`src/rtl/clr_en_dff_pipe_pkg.sv`:
```
// Shared definitions for the clear/enable DFF pipeline.
// Holds the occupancy-count width helper used by the top level and the bus interface.
package clr_en_dff_pipe_pkg;

  localparam int unsigned DefWidth = 32;
  localparam int unsigned DefDepth = 2;

  // Counter wide enough to hold 0..depth inclusive.
  function automatic int unsigned cnt_width(input int unsigned depth);
    return $clog2(depth + 1);
  endfunction

endpackage

```
`src/rtl/clr_en_dff_pipe_if.sv`:
```
// Valid/ready bus of the clear/enable DFF pipeline, including flush and occupancy.
// The slave modport is the pipeline side; the master modport is its environment.
interface clr_en_dff_pipe_if #(
  parameter int unsigned WIDTH = 32,
  parameter int unsigned DEPTH = 2
);
  import clr_en_dff_pipe_pkg::*;

  logic                          iClr;
  logic                          iVld;
  logic                          oRdy;
  logic [WIDTH-1:0]              iDat;
  logic                          oVld;
  logic                          iRdy;
  logic [WIDTH-1:0]              oDat;
  logic [cnt_width(DEPTH)-1:0]   oCnt;

  modport master (
    output iClr, iVld, iDat, iRdy,
    input  oRdy, oVld, oDat, oCnt
  );

  modport slave (
    input  iClr, iVld, iDat, iRdy,
    output oRdy, oVld, oDat, oCnt
  );

endinterface

```
`src/rtl/clr_en_dff_stage.sv`:
```
// One pipeline stage: a valid bit plus data word with synchronous active-low reset,
// synchronous clear and load enable. Data only loads alongside a valid word.
module clr_en_dff_stage #(
  parameter int unsigned      WIDTH    = 32,
  parameter logic [WIDTH-1:0] INI_DATA = '0
) (
  input  logic             clk,
  input  logic             rst,
  input  logic             i_clr,
  input  logic             i_en,
  input  logic             i_vld,
  input  logic [WIDTH-1:0] i_dat,
  output logic             o_vld,
  output logic [WIDTH-1:0] o_dat
);

  typedef struct packed {
    logic             vld;
    logic [WIDTH-1:0] dat;
  } stage_t;

  stage_t r_stage;

  always_ff @(posedge clk) begin
    if (!rst || i_clr) begin
      r_stage.vld <= 1'b0;
      r_stage.dat <= INI_DATA;
    end else if (i_en) begin
      r_stage.vld <= i_vld;
      // A bubble moving in leaves the old word in place so oDat stays stable.
      if (i_vld) begin
        r_stage.dat <= i_dat;
      end
    end
  end

  assign o_vld = r_stage.vld;
  assign o_dat = r_stage.dat;

endmodule

```
`src/rtl/clr_en_dff_pipe.sv`:
```
// DEPTH-stage elastic register pipeline with valid/ready flow control, bubble
// collapsing, whole-pipe synchronous flush and an occupancy count.
module clr_en_dff_pipe
  import clr_en_dff_pipe_pkg::*;
#(
  parameter int unsigned      WIDTH    = DefWidth,
  parameter int unsigned      DEPTH    = DefDepth,
  parameter logic [WIDTH-1:0] INI_DATA = '0
) (
  input logic              clk,
  input logic              rst,
  clr_en_dff_pipe_if.slave bus
);

  localparam int unsigned CntW = cnt_width(DEPTH);

  if (DEPTH < 1) begin : g_depth_check
    $fatal(1, "clr_en_dff_pipe: DEPTH must be at least 1");
  end

  logic [DEPTH:0]   w_en;
  logic [DEPTH-1:0] w_vld;
  logic [WIDTH-1:0] w_dat [DEPTH];
  logic [CntW-1:0]  w_cnt;

  // A stage may load when it is empty or when the stage after it is moving.
  always_comb begin
    w_en        = '0;
    w_en[DEPTH] = bus.iRdy;
    for (int k = int'(DEPTH) - 1; k >= 0; k--) begin
      w_en[k] = !w_vld[k] || w_en[k+1];
    end
  end

  for (genvar k = 0; k < DEPTH; k++) begin : g_stage
    logic             w_in_vld;
    logic [WIDTH-1:0] w_in_dat;

    if (k == 0) begin : g_head
      assign w_in_vld = bus.iVld;
      assign w_in_dat = bus.iDat;
    end else begin : g_body
      assign w_in_vld = w_vld[k-1];
      assign w_in_dat = w_dat[k-1];
    end

    clr_en_dff_stage #(
      .WIDTH    (WIDTH),
      .INI_DATA (INI_DATA)
    ) u_stage (
      .clk   (clk),
      .rst   (rst),
      .i_clr (bus.iClr),
      .i_en  (w_en[k]),
      .i_vld (w_in_vld),
      .i_dat (w_in_dat),
      .o_vld (w_vld[k]),
      .o_dat (w_dat[k])
    );
  end

  always_comb begin
    w_cnt = '0;
    for (int k = 0; k < int'(DEPTH); k++) begin
      w_cnt = w_cnt + CntW'(w_vld[k]);
    end
  end

  // Never advertise ready while the word would be dropped by reset or flush.
  assign bus.oRdy = w_en[0] && rst && !bus.iClr;
  assign bus.oVld = w_vld[DEPTH-1];
  assign bus.oDat = w_dat[DEPTH-1];
  assign bus.oCnt = w_cnt;

endmodule

```
`src/flat_wrapper.sv`:
```
// flat-port wrapper written by rule: the top's interface ports become plain ports
module clr_en_dff_pipe_flat import clr_en_dff_pipe_pkg::*;
#(
  parameter int unsigned      WIDTH    = DefWidth,
  parameter int unsigned      DEPTH    = DefDepth,
  parameter logic [WIDTH-1:0] INI_DATA = '0
)
  (clk, rst, bus_iClr, bus_iVld, bus_iDat, bus_iRdy, bus_oRdy, bus_oVld, bus_oDat, bus_oCnt);
  clr_en_dff_pipe_if #(.WIDTH(WIDTH), .DEPTH(DEPTH)) bus_i ();
  input logic clk;
  input logic rst;
  input wire logic [$bits(bus_i.iClr)-1:0] bus_iClr;
  input wire logic [$bits(bus_i.iVld)-1:0] bus_iVld;
  input wire logic [$bits(bus_i.iDat)-1:0] bus_iDat;
  input wire logic [$bits(bus_i.iRdy)-1:0] bus_iRdy;
  output wire logic [$bits(bus_i.oRdy)-1:0] bus_oRdy;
  output wire logic [$bits(bus_i.oVld)-1:0] bus_oVld;
  output wire logic [$bits(bus_i.oDat)-1:0] bus_oDat;
  output wire logic [$bits(bus_i.oCnt)-1:0] bus_oCnt;
  assign bus_i.iClr = bus_iClr;
  assign bus_i.iVld = bus_iVld;
  assign bus_i.iDat = bus_iDat;
  assign bus_i.iRdy = bus_iRdy;
  assign bus_oRdy = bus_i.oRdy;
  assign bus_oVld = bus_i.oVld;
  assign bus_oDat = bus_i.oDat;
  assign bus_oCnt = bus_i.oCnt;
  clr_en_dff_pipe #(.WIDTH(WIDTH), .DEPTH(DEPTH), .INI_DATA(INI_DATA)) u_core (.clk(clk), .rst(rst), .bus(bus_i));
endmodule
```
`config.mk`:
```
export PLATFORM = sky130hd
export DESIGN_NAME = clr_en_dff_pipe_flat
export DESIGN_NICKNAME = d
export VERILOG_FILES = /design/src/rtl/clr_en_dff_pipe_pkg.sv /design/src/rtl/clr_en_dff_pipe_if.sv /design/src/rtl/clr_en_dff_stage.sv /design/src/rtl/clr_en_dff_pipe.sv /design/src/flat_wrapper.sv
export SDC_FILE = /design/constraint.sdc
export NUM_CORES = 1
export LEC_CHECK = 0
export CAP_MARGIN = 20
export CORE_ASPECT_RATIO = 1.4
export CORE_UTILIZATION = 40
export CTS_CLUSTER_DIAMETER = 100
export CTS_CLUSTER_SIZE = 16
export DETAILED_ROUTE_END_ITERATION = 12
export PLACE_DENSITY = 0.69
export SETUP_SLACK_MARGIN = 0.2
export SYNTH_ARGS = -nofsm -noshare
export SYNTH_HDL_FRONTEND = slang
export SYNTH_SLANG_ARGS = --single-unit
export TNS_END_PERCENT = 1
```
`constraint.sdc`:
```
create_clock -name clk -period 1.74 [get_ports clk]
set_clock_uncertainty 0.1 [all_clocks]
set_input_delay 0.435 -clock clk [delete_from_list [all_inputs] [get_ports clk]]
set_output_delay 0.435 -clock clk [all_outputs]
set_load 0.005 [all_outputs]
```
# After elaboration in Yosys (flattened, before gate mapping)
# Index checks and enable logic that the tools add are counted.
# word_totals
ff_bits,66
inputBits,37
wordCells,16
# op_classes
addsub,1
reduce_logical,11
# ops
operator,n
logical NOT 1 bit,4
AND reduction 2 bit,2
logical OR 1 bit,3
adder 1 x 1 -> 2 bit,1
logical AND 1 bit,2

# Longest topological paths before layout
# logic_depth
word_depth,5
mapped_depth,5
mapped_depth_nobuf,3

# By module
# From an unflattened synthesis, not the netlist that was laid out.
# hier_totals
cells_unflattened,304
area_unflattened_um2,3090.5
# by_module_without_submodules
module,instances,cells_per_inst,area_per_inst_um2
clr_en_dff_stage,2,150,1521.5
clr_en_dff_pipe,1,4,47.5

# Worst setup path after synthesis
# Ideal clock, no wire load.
# synth_path
kind,in2out
from,input bus_iClr
to,output bus_oRdy
t_arrival_ns,0.925
t_required_ns,1.205
path_slack_ns,0.280
path_stages,3
path_cell_list,nand2b_1 -> clkbuf_1 -> nor2_1
# synth_between
elab_chain_len,2
# synth_lines
element,line,text
"start, declared",flat_wrapper.sv:12,input wire logic [$bits(bus_i.iClr)-1:0] bus_iClr;
logical NOT 1 bit,clr_en_dff_pipe.sv:70,assign bus.oRdy = w_en[0] && rst && !bus.iClr;
logical AND 1 bit,clr_en_dff_pipe.sv:70,
"end, declared",flat_wrapper.sv:16,output wire logic [$bits(bus_i.oRdy)-1:0] bus_oRdy;
# No other way between the ends.

# Worst setup path after layout
# layout_path
from,register u_core.g_stage[0].u_stage.r_stage (netlist bit u_core.g_stage[0].u_stage.o_vld)
to,output bus_oRdy
# layout_between
elab_chain_len,4
# layout_lines
element,line,text
"start, declared",clr_en_dff_stage.sv:22,stage_t r_stage;
logical NOT 1 bit,clr_en_dff_pipe.sv:31,w_en[k] = !w_vld[k] || w_en[k+1];
logical OR 1 bit,clr_en_dff_pipe.sv:31,
logical AND 1 bit (2 in a row),clr_en_dff_pipe.sv:70,
# No other way between the ends.

==> impl_results.md <==
* Gpl congestion at 0.742
* DRT iter0 DRCs at 219
* Worst Path Required at 1200 ps
* Dominant cell type by area after synthesis: dfxtp_1
* Hold-fix buffers at CTS at 0
* Sequential power share at 0.482
* Post-layout min period at 1720 ps
* Area of the multi-input gates at 1080 sq um
* Port bufs at 72
* Distinct cells, synth at 18
* Fill count at 562
* FMAX at 0.581 GHz
* Die X-Extent at 69.3 microns
* IO Pins at 73
* Kind of critical path: flop to primary output
* Routed Antenna Nets at 0
* Placed Area at 3350 sq um
* Worst-Skew Late Latency at 330 ps
* Min-delay worst type: flop to flop
* Die span in y at 96.2 microns
* Multiplexer area fraction after synthesis at 0
* Compound-Gate Fraction of Synth Area at 0.257
* Syn Area/Cell at 8.37 sq um
* FP Rows at 34
* Clock buffer depth at 2
* Yosys top cell area share at 0.521
* Worst Tran Pin Value at 675 ps
* Simple-gate share of the synthesized area at 0.145
* ANT cells at 0
* Starting density of the core at 0.411
* Synthesized area at 2540 sq um
* VDD IR max at 459 uV
* Main combinational cell family by area after synthesis: compound AO/OA/AOI/OAI gates
* CTS tree: built
* Non-Filler Instances at 449
* Net switching power at 669 uW
* Power density cells at 886 nW/um^2
* Avg Vias per Cell at 5.48
* Final Hold Vio Count at 0
* Sequential element share of the synthesized area at 0.521
* Worst-path maximum fanout at 3
* Sw Share at 0.208
* Layout cells sized above 1 at 0.151
* 1st-pass router iterations at 4
* Clock power frac at 0.440
* Total grt overflow at 0
* Routed via count at 2460
* Core area at 6170 sq um
* Seq cells post-synth at 66
* First-pass GRT wire length at 11000 microns
* Crit start category: flop
* Die area at 6670 sq um
* Initial antenna violation count at 0
* Top post-synthesis cells by area: dfxtp_1, a21oi_1, nand3_1
* Total CTS buffers at 9
* Root Buffer: clkbuf_8
* Crit Reg-Reg Startpoint: u_core.g_stage[0].u_stage.o_vld
* Part of the power in combinational logic at 0.078
* Final HPWL DP at 4260 microns
* Int Power at 2.54 mW
* Register area at 1340 sq um
* Synth Area in XOR/XNOR at 0
* Setup crit end kind: primary output
* Max_slew headroom at 0.550
* Setup-failing EPs final at 0
* Outcome: finished clean
* Final Max Slew Viols at 0
* Final net count at 411
* Syn nets at 341
* Vias in the first global route at 2227
* Total GRT Usage at 0.211
* CTS clk-pin slew, worst paths at 70 ps
* DRC Markers at 0
* Worst Slack Setup Final at 19.3 ps
* Pleak at 1.42 nW
* Largest net degree at the start of global routing at 67
* Gate count of the mapped netlist at 303
* Final Routed Wirelength at 6860 microns
* Period utilization at 0.989
* Post-Route Setup TNS at 0 ps
* Htree depth at 3
* Area Growth Syn to Fin at 43.0%
* Unrepaired setup endpoints after global routing: true
* Placed Cells incl. Taps at 430
* YS warnings at 0
* Min-Delay Startpoint: u_core.g_stage[0].u_stage.o_dat[13]
* Clk sink count at 66
* Max_cap viols at 0
* Post-Synth Adder-Cell Area at 0.00493
* Crit. Startpoint: u_core.g_stage[0].u_stage.o_vld
* Wire length per cell at 15.3 microns
* Final instance area at 3630 sq um
* Dpl ws at -563 ps
* CP arrival at 1190 ps
==> cells in the mapped netlist <==
cell and count:
o21ai_1 12, nand3_1 64, dfxtp_1 66, buf_1 3
a21oi_1 66, and3b_4 1, clkbuf_2 4, buf_2 14
nand2b_1 2, buf_4 1, inv_1 2, o21ai_0 52
and2b_1 1, clkbuf_1 9, buf_6 3, nand3b_2 1
nor2_1 1, ha_1 1
==> timing repair <==
item                                    in CTS  in global routing
pin swaps                                    3                  4
gates resized for setup                     65                 35
setup buffers                                3                  1
gates cloned                                 0                  0
endpoints found under the setup margin      68                 68
==> per-layer routing <==
| layer | wire length, microns | up-vias | GRT usage |
|---|---|---|---|
| li1 | - | 1220 | - |
| met1 | 2870 | 1155 | 0.247 |
| met2 | 3600 | 79 | 0.367 |
| met3 | 318 | 6 | 0.0586 |
| met4 | 75 | 0 | 0.0816 |
| met5 | 0 | - | 0 |
==> power groups by stage <==
stage	registers [mW]	clock network [mW]	logic [mW]
floorplan	1.58	0	0.104
detailed placement	1.58	0	0.238
global route	1.55	1.52	0.269
finish	1.55	1.41	0.249
CTS	1.55	1.44	0.243
global placement	1.58	0	0.237
==> layout make-up <==
cell class / instances / share of cell area
well taps: 72 / 0.0248
clock inverters: 2 / 0.0166
multi-input cells: 201 / 0.297
inverters: 2 / 0.00310
repair buffers: 93 / 0.247
clock buffers: 13 / 0.0438
flip-flops and latches: 66 / 0.368
==> layout by cell type, fill, tap and decap left out, drive strengths merged, types with 2 or more instances in the layout <==
master | netlist | final
o21ai | 64 | 64
nand3 | 64 | 64
clkbuf | 13 | 13
buf | 21 | 25
dlygate4sd2 | 0 | 33
dfxtp | 66 | 66
a21oi | 66 | 66
bufinv | 0 | 2
clkdlybuf4s50 | 0 | 34
nand2b | 2 | 2
==> sequential cells by signal (all words and copies together) (netlist names) <==
register and count:
u_core.g_stage.u_stage.o_dat 64, u_core.g_stage.u_stage.o_vld 2
==> stage by stage <==
| step | util | hold WS [ps] | power (mW) |
|---|---|---|---|
| 6_report | 0.588 | 357 | 3.21 |
| 5_1_grt | 0.588 | 384 | 3.34 |
| 4_1_cts | 0.580 | 359 | 3.23 |
| 3_5_place_dp | 0.543 | 356 | 1.82 |
| 3_3_place_gp | 0.543 | 349 | 1.82 |
| 2_1_floorplan | - | 340 | 1.69 |
==> cells by family (layout without fill, tap and decap cells) <==
kind of cell	count (synthesis)	after routing
adder cells (fa/ha/maj)	1	1
flip-flops	66	66
AO/OA/AOI/OAI	130	130
buffers and inverters	36	110
AND/OR/NAND/NOR	70	70
==> path summary, 6_finish.rpt <==
| check | to | slack [ps] | cells past startpoint |
|---|---|---|---|
| setup / recovery | bus_oRdy | 20 | 4 |
| hold / removal | u_core.g_stage[1].u_stage.o_dat[13] | 360 | 2 |
| setup reg to reg | u_core.g_stage[1].u_stage.o_dat[20] | 160 | 7 |
| hold reg to reg | u_core.g_stage[1].u_stage.o_dat[13] | 360 | 2 |
==> worst max-delay path, stage by stage (launching register included) <==
cell and delay (ps):
dfxtp_4 360, buf_6 120, and3b_4 180, nor2_1 80
buf_2 120
(Power assumes the default switching activity.)
